**config.mk**
```make
export PLATFORM = sky130hd
export DESIGN_NAME = mux_sel_seq_flat
export DESIGN_NICKNAME = d
export VERILOG_FILES = /design/src/rtl/mux_sel_seq_if.sv /design/src/rtl/mux_sel_seq.sv /design/src/flat_wrapper.sv
export SDC_FILE = /design/constraint.sdc
export NUM_CORES = 1
export LEC_CHECK = 0
export BUFFER_PORTS_ARGS = -buffer_cell sky130_fd_sc_hd__clkbuf_2
export CAP_MARGIN = 20
export CORE_MARGIN = 3
export CORE_UTILIZATION = 47
export DETAILED_ROUTE_END_ITERATION = 10
export PLACE_DENSITY = 0.78
export SETUP_SLACK_MARGIN = 0.4
export SYNTH_ARGS = -nofsm -noshare
export SYNTH_HDL_FRONTEND = slang
export SYNTH_SLANG_ARGS = --single-unit
```
**constraint.sdc**
```tcl
create_clock -name clk -period 1.75 [get_ports clk]
set_input_delay 0.0875 -clock clk [delete_from_list [all_inputs] [get_ports clk]]
set_output_delay 0.0875 -clock clk [all_outputs]
set_load 0.02 [all_outputs]
```
**src/rtl/mux_sel_seq_if.sv**
```systemverilog
// Bundle of the load handshake, scan controls, mux drive/return and serial output of mux_sel_seq.
// The slave side is the sequencer; the master side is the upstream producer plus the external 16:1 mux.
interface mux_sel_seq_if;
   logic        load_valid;
   logic [15:0] load_data;
   logic        load_ready;
   logic        hold;
   logic        abort;
   logic [15:0] w;
   logic [3:0]  s;
   logic        f;
   logic        ser_valid;
   logic        ser_bit;
   logic        ser_last;
   logic        aborted;
   logic [7:0]  frame_cnt;

   modport slave (
      input  load_valid, load_data, hold, abort, f,
      output load_ready, w, s, ser_valid, ser_bit, ser_last, aborted, frame_cnt
   );

   modport master (
      output load_valid, load_data, hold, abort, f,
      input  load_ready, w, s, ser_valid, ser_bit, ser_last, aborted, frame_cnt
   );
endinterface

```
**src/rtl/mux_sel_seq.sv**
```systemverilog
// Drives a word and a walking select into an external 16:1 mux and serialises the mux output
// as a 16-bit frame, with stall, abort and a wrapping completed-frame counter.
module mux_sel_seq #(
   parameter bit MSB_FIRST = 1'b0
) (
   input  logic         clk,
   input  logic         rstn,
   mux_sel_seq_if.slave bus
);

   typedef enum logic {
      IDLE = 1'b0,
      RUN  = 1'b1
   } state_t;

   localparam logic [3:0] FIRST_IDX = MSB_FIRST ? 4'd15 : 4'd0;
   localparam logic [3:0] LAST_IDX  = MSB_FIRST ? 4'd0  : 4'd15;

   state_t      state_q;
   logic [15:0] w_q;
   logic [3:0]  s_q;
   logic        ser_valid_q;
   logic        ser_bit_q;
   logic        ser_last_q;
   logic        aborted_q;
   logic [7:0]  frame_cnt_q;

   logic [3:0]  s_d;
   logic [7:0]  frame_cnt_d;
   logic        at_last_d;

   assign s_d         = MSB_FIRST ? (s_q - 4'd1) : (s_q + 4'd1);
   assign frame_cnt_d = frame_cnt_q + 8'd1;
   assign at_last_d   = (s_q == LAST_IDX);

   // Ready depends only on the registered state and reset, never on load_valid.
   assign bus.load_ready = (state_q == IDLE) && rstn;

   always_ff @(posedge clk) begin
      if (!rstn) begin
         state_q     <= IDLE;
         w_q         <= 16'd0;
         s_q         <= 4'd0;
         ser_valid_q <= 1'b0;
         ser_bit_q   <= 1'b0;
         ser_last_q  <= 1'b0;
         aborted_q   <= 1'b0;
         frame_cnt_q <= 8'd0;
      end else begin
         ser_valid_q <= 1'b0;
         ser_last_q  <= 1'b0;
         aborted_q   <= 1'b0;
         case (state_q)
            IDLE: begin
               if (bus.load_valid) begin
                  w_q     <= bus.load_data;
                  s_q     <= FIRST_IDX;
                  state_q <= RUN;
               end
            end
            RUN: begin
               // Abort wins over hold; the select stays where the scan stopped.
               if (bus.abort) begin
                  state_q   <= IDLE;
                  aborted_q <= 1'b1;
               end else if (!bus.hold) begin
                  ser_bit_q   <= bus.f;
                  ser_valid_q <= 1'b1;
                  if (at_last_d) begin
                     ser_last_q  <= 1'b1;
                     state_q     <= IDLE;
                     frame_cnt_q <= frame_cnt_d;
                  end else begin
                     s_q <= s_d;
                  end
               end
            end
            default: state_q <= IDLE;
         endcase
      end
   end

   assign bus.w         = w_q;
   assign bus.s         = s_q;
   assign bus.ser_valid = ser_valid_q;
   assign bus.ser_bit   = ser_bit_q;
   assign bus.ser_last  = ser_last_q;
   assign bus.aborted   = aborted_q;
   assign bus.frame_cnt = frame_cnt_q;

endmodule

```
**src/flat_wrapper.sv**
```systemverilog
// flat-port wrapper written by rule: the top's interface ports become plain ports
module mux_sel_seq_flat 
#(
   parameter bit MSB_FIRST = 1'b0
)
  (clk, rstn, bus_load_valid, bus_load_data, bus_hold, bus_abort, bus_f, bus_load_ready, bus_w, bus_s, bus_ser_valid, bus_ser_bit, bus_ser_last, bus_aborted, bus_frame_cnt);
  mux_sel_seq_if bus_i ();
  input  logic clk;
  input  logic rstn;
  input wire logic [$bits(bus_i.load_valid)-1:0] bus_load_valid;
  input wire logic [$bits(bus_i.load_data)-1:0] bus_load_data;
  input wire logic [$bits(bus_i.hold)-1:0] bus_hold;
  input wire logic [$bits(bus_i.abort)-1:0] bus_abort;
  input wire logic [$bits(bus_i.f)-1:0] bus_f;
  output wire logic [$bits(bus_i.load_ready)-1:0] bus_load_ready;
  output wire logic [$bits(bus_i.w)-1:0] bus_w;
  output wire logic [$bits(bus_i.s)-1:0] bus_s;
  output wire logic [$bits(bus_i.ser_valid)-1:0] bus_ser_valid;
  output wire logic [$bits(bus_i.ser_bit)-1:0] bus_ser_bit;
  output wire logic [$bits(bus_i.ser_last)-1:0] bus_ser_last;
  output wire logic [$bits(bus_i.aborted)-1:0] bus_aborted;
  output wire logic [$bits(bus_i.frame_cnt)-1:0] bus_frame_cnt;
  assign bus_i.load_valid = bus_load_valid;
  assign bus_i.load_data = bus_load_data;
  assign bus_i.hold = bus_hold;
  assign bus_i.abort = bus_abort;
  assign bus_i.f = bus_f;
  assign bus_load_ready = bus_i.load_ready;
  assign bus_w = bus_i.w;
  assign bus_s = bus_i.s;
  assign bus_ser_valid = bus_i.ser_valid;
  assign bus_ser_bit = bus_i.ser_bit;
  assign bus_ser_last = bus_i.ser_last;
  assign bus_aborted = bus_i.aborted;
  assign bus_frame_cnt = bus_i.frame_cnt;
  mux_sel_seq #(.MSB_FIRST(MSB_FIRST)) u_core (.clk(clk), .rstn(rstn), .bus(bus_i));
endmodule
```
Word-level counts from Yosys, hierarchy flattened
Cells that the tools add are included.

word-level totals
  flip-flop bits (word level) = 33
  input port bits = 22
  output and inout port bits = 33
  logic and storage cells = 40

operators by class
  add/subtract/negate cells = 2
  equal/unequal tests = 5
  multiplexer cells = 13
  bitwise gates (word level) = 4
  reductions and logical operators = 8

operator list
  cell                   number
  $mux W4                4
  $add A8 B1 Y8 const B  1
  $ne A2 B2 Y1 const B   4
  $pmux W4 S2            1
  $reduce_and A4 Y1      2
  $mux W1                7
  $add A4 B1 Y4 const B  1
  $eq A4 B4 Y1 const B   1
  $not A1 Y1             4
  $reduce_and A2 Y1      2
  $reduce_or A4 Y1       1
  $reduce_and A3 Y1      1
  $reduce_or A3 Y1       1
  $pmux W1 S2            1
  $logic_and A1 B1 Y1    1

Longest topological paths before layout
  depth after elaboration = 5
  gate-level depth with buffers = 6
  depth with buffers taken out = 4

Worst setup path before layout
OpenSTA, ideal clock, no wires.

  kind = register to register
  from = reg u_core.s_q[0], in the netlist u_core.bus.s[0]
  to = reg u_core.frame_cnt_q[6], in the netlist u_core.bus.frame_cnt[6]
  library setup time = 0.135 ns
  arrival = 1.493 ns
  required time = 1.615 ns
  slack = 0.122 ns
  cell stages (with the launch flop) = 6
  buffers on the path = 1
  period minus slack after synthesis = 1.628 ns
  path through = dfxtp_1 -> ha_1 -> nand4b_2 -> buf_2 -> o311ai_0 -> o41ai_1

on the way
  word-level cells in the longest chain between the ends = 2

ends and longest elaborated chain
  what                                line               source
  start: declaration                  mux_sel_seq.sv:21  logic [3:0] s_q;
  start signal: assignment            mux_sel_seq.sv:43  s_q <= 4'd0;
  start signal: assignment            mux_sel_seq.sv:57  s_q <= FIRST_IDX;
  start signal: assignment            mux_sel_seq.sv:74  s_q <= s_d;
  $eq A4 B4 Y1                        mux_sel_seq.sv:34  assign at_last_d = (s_q == LAST_IDX);
  $reduce_and A4 Y1 (no source line)  -
  end signal: assignment              mux_sel_seq.sv:72  frame_cnt_q <= frame_cnt_d;
  end: declaration                    mux_sel_seq.sv:26  logic [7:0] frame_cnt_q;

Every way passes these cells.
A chain may end at the register's enable or synchronous reset.

Worst setup path in the final report
  from = reg u_core.s_q[1], in the netlist u_core.bus.s[1]
  to = reg u_core.frame_cnt_q[4], in the netlist u_core.bus.frame_cnt[4]

The elaborated chain is that of the path after synthesis.

==> flow_metrics.py <==
metrics = {
    "die": {
        "floorplan.core_area_mm2": 0.00264,
        "floorplan.rows": 18,
        "die-height_um": 60.1,
        "die-area_mm2": 0.00361,
        "floorplan.io_pins": 55,
        "die_w_um": 60.1,
        "floorplan.initialDensity": 0.521,
    },
    "grt": {
        "antenna_violations_before_repair": 0,
        "number_of_global_route_vias_before_repair": 1468,
        "groute.layer.met1.usage": 0.274,
        "gr-usage-all-layers": 0.238,
        "gr-total-overflow": 0,
        "grt_max_degree": 18,
        "gr_met3_demand_resource": 0.0648,
        "grt_pass1_wl_um": 6440,
        "grt_util_met2": 0.417,
        "globalRoute.busiestLayer": "met2",
    },
    "power": {
        "p_seq_frac": 0.504,
        "power.density_mw_per_mm2": 740,
        "swShare": 0.256,
        "p_switching_mw": 0.402,
        "vdd_ir_drop_max_uv": 753,
        "power.share.combinational": 0.139,
        "clock_power_share": 0.357,
        "power_report.internal_total_mw": 1.17,
        "power_leakage_nw": 0.977,
    },
    "logic_synthesis": {
        "synth-edff-count": 0,
        "ys_seq_elements": 33,
        "yosys_most_used_dff": "sky130_fd_sc_hd__dfxtp_1",
        "syn_area_per_cell_um2": 8.33,
        "yosysTopAreaCellShare": 0.481,
        "synth.net_count": 189,
        "post_synth_instance_area_mm2": 0.00137,
        "async_flop_share": 0,
        "yosys_warnings": 0,
        "synthCells": 165,
        "synth_area_leader_cell": "sky130_fd_sc_hd__dfxtp_1",
        "synth-seq-area-share": 0.481,
        "netlist-cell-type-count": 34,
        "netlist_top_cells_area": "sky130_fd_sc_hd__dfxtp_1 48%, sky130_fd_sc_hd__nand2_1 10%, sky130_fd_sc_hd__a21oi_1 9.1%, sky130_fd_sc_hd__nand2b_1 2.3%, sky130_fd_sc_hd__ha_1 1.8%",
    },
    "clocking": {
        "cts_max_path_buffers": 2,
        "cts_tree": "done",
        "cts.reportedPaths.clkPinSlew_ns": 0.10,
        "cts.htree.levels": 2,
        "cts.root.buffer_cell": "sky130_fd_sc_hd__clkbuf_4",
        "cts_made_buffers": 5,
        "cts.sinks": 33,
        "clock_latency_ns": 0.34,
    },
    "sta": {
        "slew_headroom": 0.739,
        "min_period_over_period": 0.816,
        "clock.fmax_ghz": 0.700,
        "rsz_0062_raised_after_global_routing": "yes",
        "finalWorstPathRequiredPeriod_ns": 1.43,
        "finalSetupViolations": 0,
        "skew_ns": 0.00962,
        "setup_ws_ns": 0.322,
        "report.final.hold_viol_count": 0,
        "final_max_slew_viols": 0,
        "setup_total_negative_slack_ns": 0,
        "worst_pin_slew_ns": 0.391,
    },
    "worst_setup_path": {
        "max_fanout_on_critical_path": 7,
        "critical_path.reg2reg.startpoint": "u_core.bus.s[1]",
        "timing.critical_path.required_ns": 2.03,
        "origin_of_the_worst_setup_path": "u_core.bus.s[1]",
        "endpoint_kind": "flop",
        "arrival_ns": 1.71,
        "critPathLaunchType": "flop",
        "timing.setup.critical_path_class": "flop to flop",
    },
    "detailed_routing": {
        "wl_um": 4270,
        "routed-via-count": 1582,
        "detailedRoute.firstIterationViolations": 149,
        "routed_wire_length_per_instance_um": 15.0,
        "drt.antenna.violating_nets": 0,
        "detail_route.drc_violations": 0,
        "dr.pass1.iters": 4,
        "routed_via_density": 5.57,
    },
    "placed_design": {
        "place.gp.congestion": 0.916,
        "post-place-ws_ns": 0.110,
        "detailed_place_hpwl_um": 2470,
        "placement.io_buffers": 54,
    },
    "run_status": {
        "run_status": "completed",
    },
    "cells_and_area": {
        "layout-area-overhead-vs-synth_pct": 54.3,
        "fraction_of_final_layout_cells_with_drive_strength_greater_than_1": 0.391,
        "mostFrequentLayoutCells": "54 x sky130_fd_sc_hd__clkbuf_2, 38 x sky130_fd_sc_hd__nand2_1, 24 x sky130_fd_sc_hd__dfxtp_1",
        "layout.cells.most_common": "sky130_fd_sc_hd__clkbuf_2",
        "fin_nets": 276,
    },
    "hold_path": {
        "class_of_the_tightest_hold_or_removal_check": "primary input to flop",
        "min-delay-start": "rstn",
    },
    "job": {
        "max-cap-violations": 0,
    },
}
per-stage QoR:
stage                     std cells  utilization  cell area, µm²  total power, mW  hold slack, ns
after floorplan                 165            -            1410            0.906           0.208
after global placement          243        0.644            1700            0.969           0.314
after detailed placement        243        0.644            1700            0.974           0.317
after CTS                       278        0.771            2030             1.55          0.0676
after global routing            283        0.803            2120             1.62           0.101
final                           284        0.804            2120             1.57          0.0811
area by class of cell:
class                   count  area, µm²
clock buffers               6       41.3
repair buffers             89        572
inverters                   5       18.8
multi-input cells         118        734
well taps                  30       37.5
clock inverters             2       33.8
diodes                      1       2.50
fillers                   174        515
flip-flops and latches     33        679
final timing paths:
kind | end | slack [ns] | depth (start not counted)
max reg2reg | u_core.bus.frame_cnt[4] | 0.32 | 4
min reg2reg | u_core.bus.w[11] | 0.47 | 2
max | u_core.bus.frame_cnt[4] | 0.32 | 4
min | u_core.bus.s[2] | 0.08 | 2
critical path, stage by stage (launching register included):
cell and delay [ns]:
sky130_fd_sc_hd__dfxtp_4 0.37, sky130_fd_sc_hd__ha_4 0.18, sky130_fd_sc_hd__nand4b_4 0.16, sky130_fd_sc_hd__or4_4 0.51, sky130_fd_sc_hd__a21oi_2 0.14
per-layer routing:
metal | part of all wire | vias up
met5 | 0 | -
met4 | 0.022 | 0
met3 | 0.060 | 10
met2 | 0.50 | 66
li1 | - | 757
met1 | 0.42 | 749
logic make-up after synthesis:
| logic type | after synthesis | share of synthesized area |
|---|---|---|
| adders and majority gates | 2 | 0.0182 |
| DFF | 33 | 0.481 |
| buffers and inverters | 15 | 0.0483 |
| muxes | 1 | 0.00729 |
| AOI/OAI and AO/OA | 41 | 0.177 |
| and+or+nand+nor | 73 | 0.269 |
repair_timing:
| action | 4_1_cts | 5_1_grt |
|---|---|---|
| hold buffers | 17 | 0 |
| gates cloned | 1 | 0 |
| hold endpoints to repair | 17 | 0 |
| setup endpoints to repair | 29 | 27 |
| resized for setup | 4 | 12 |
| pin swaps | 3 | 4 |
| setup buffers | 9 | 5 |
power groups by stage:
stage	combinational [mW]	clock (mW)	sequential, mW
global placement	0.162	0	0.807
floorplan	0.0723	0	0.833
detailed placement	0.166	0	0.808
CTS	0.207	0.556	0.789
finish	0.219	0.560	0.790
global route	0.237	0.586	0.793
sequential cells by signal, indices dropped and copies added, names as in the netlist:
name	count
u_core.bus.ser_valid	1
u_core.bus.ser_bit	1
u_core.state_q	1
u_core.bus.ser_last	1
u_core.bus.s	4
u_core.bus.w	16
u_core.bus.aborted	1
u_core.bus.frame_cnt	8
Yosys cell counts (all sizes together) (2+ instances only):
cell type  instances
nand2             38
a21oi             25
and3               3
ha                 2
a31oi              2
nand2b             5
clkbuf             4
nor2b              2
nand4b             3
o41ai              2
buf                6
or4                3
o211ai             2
nand3              5
o31ai              3
nor2               4
o21ai              3
dfxtp             33
nor3b              2
inv                5
or3                3
o311ai             2
Power figures use the tool's default switching activity.
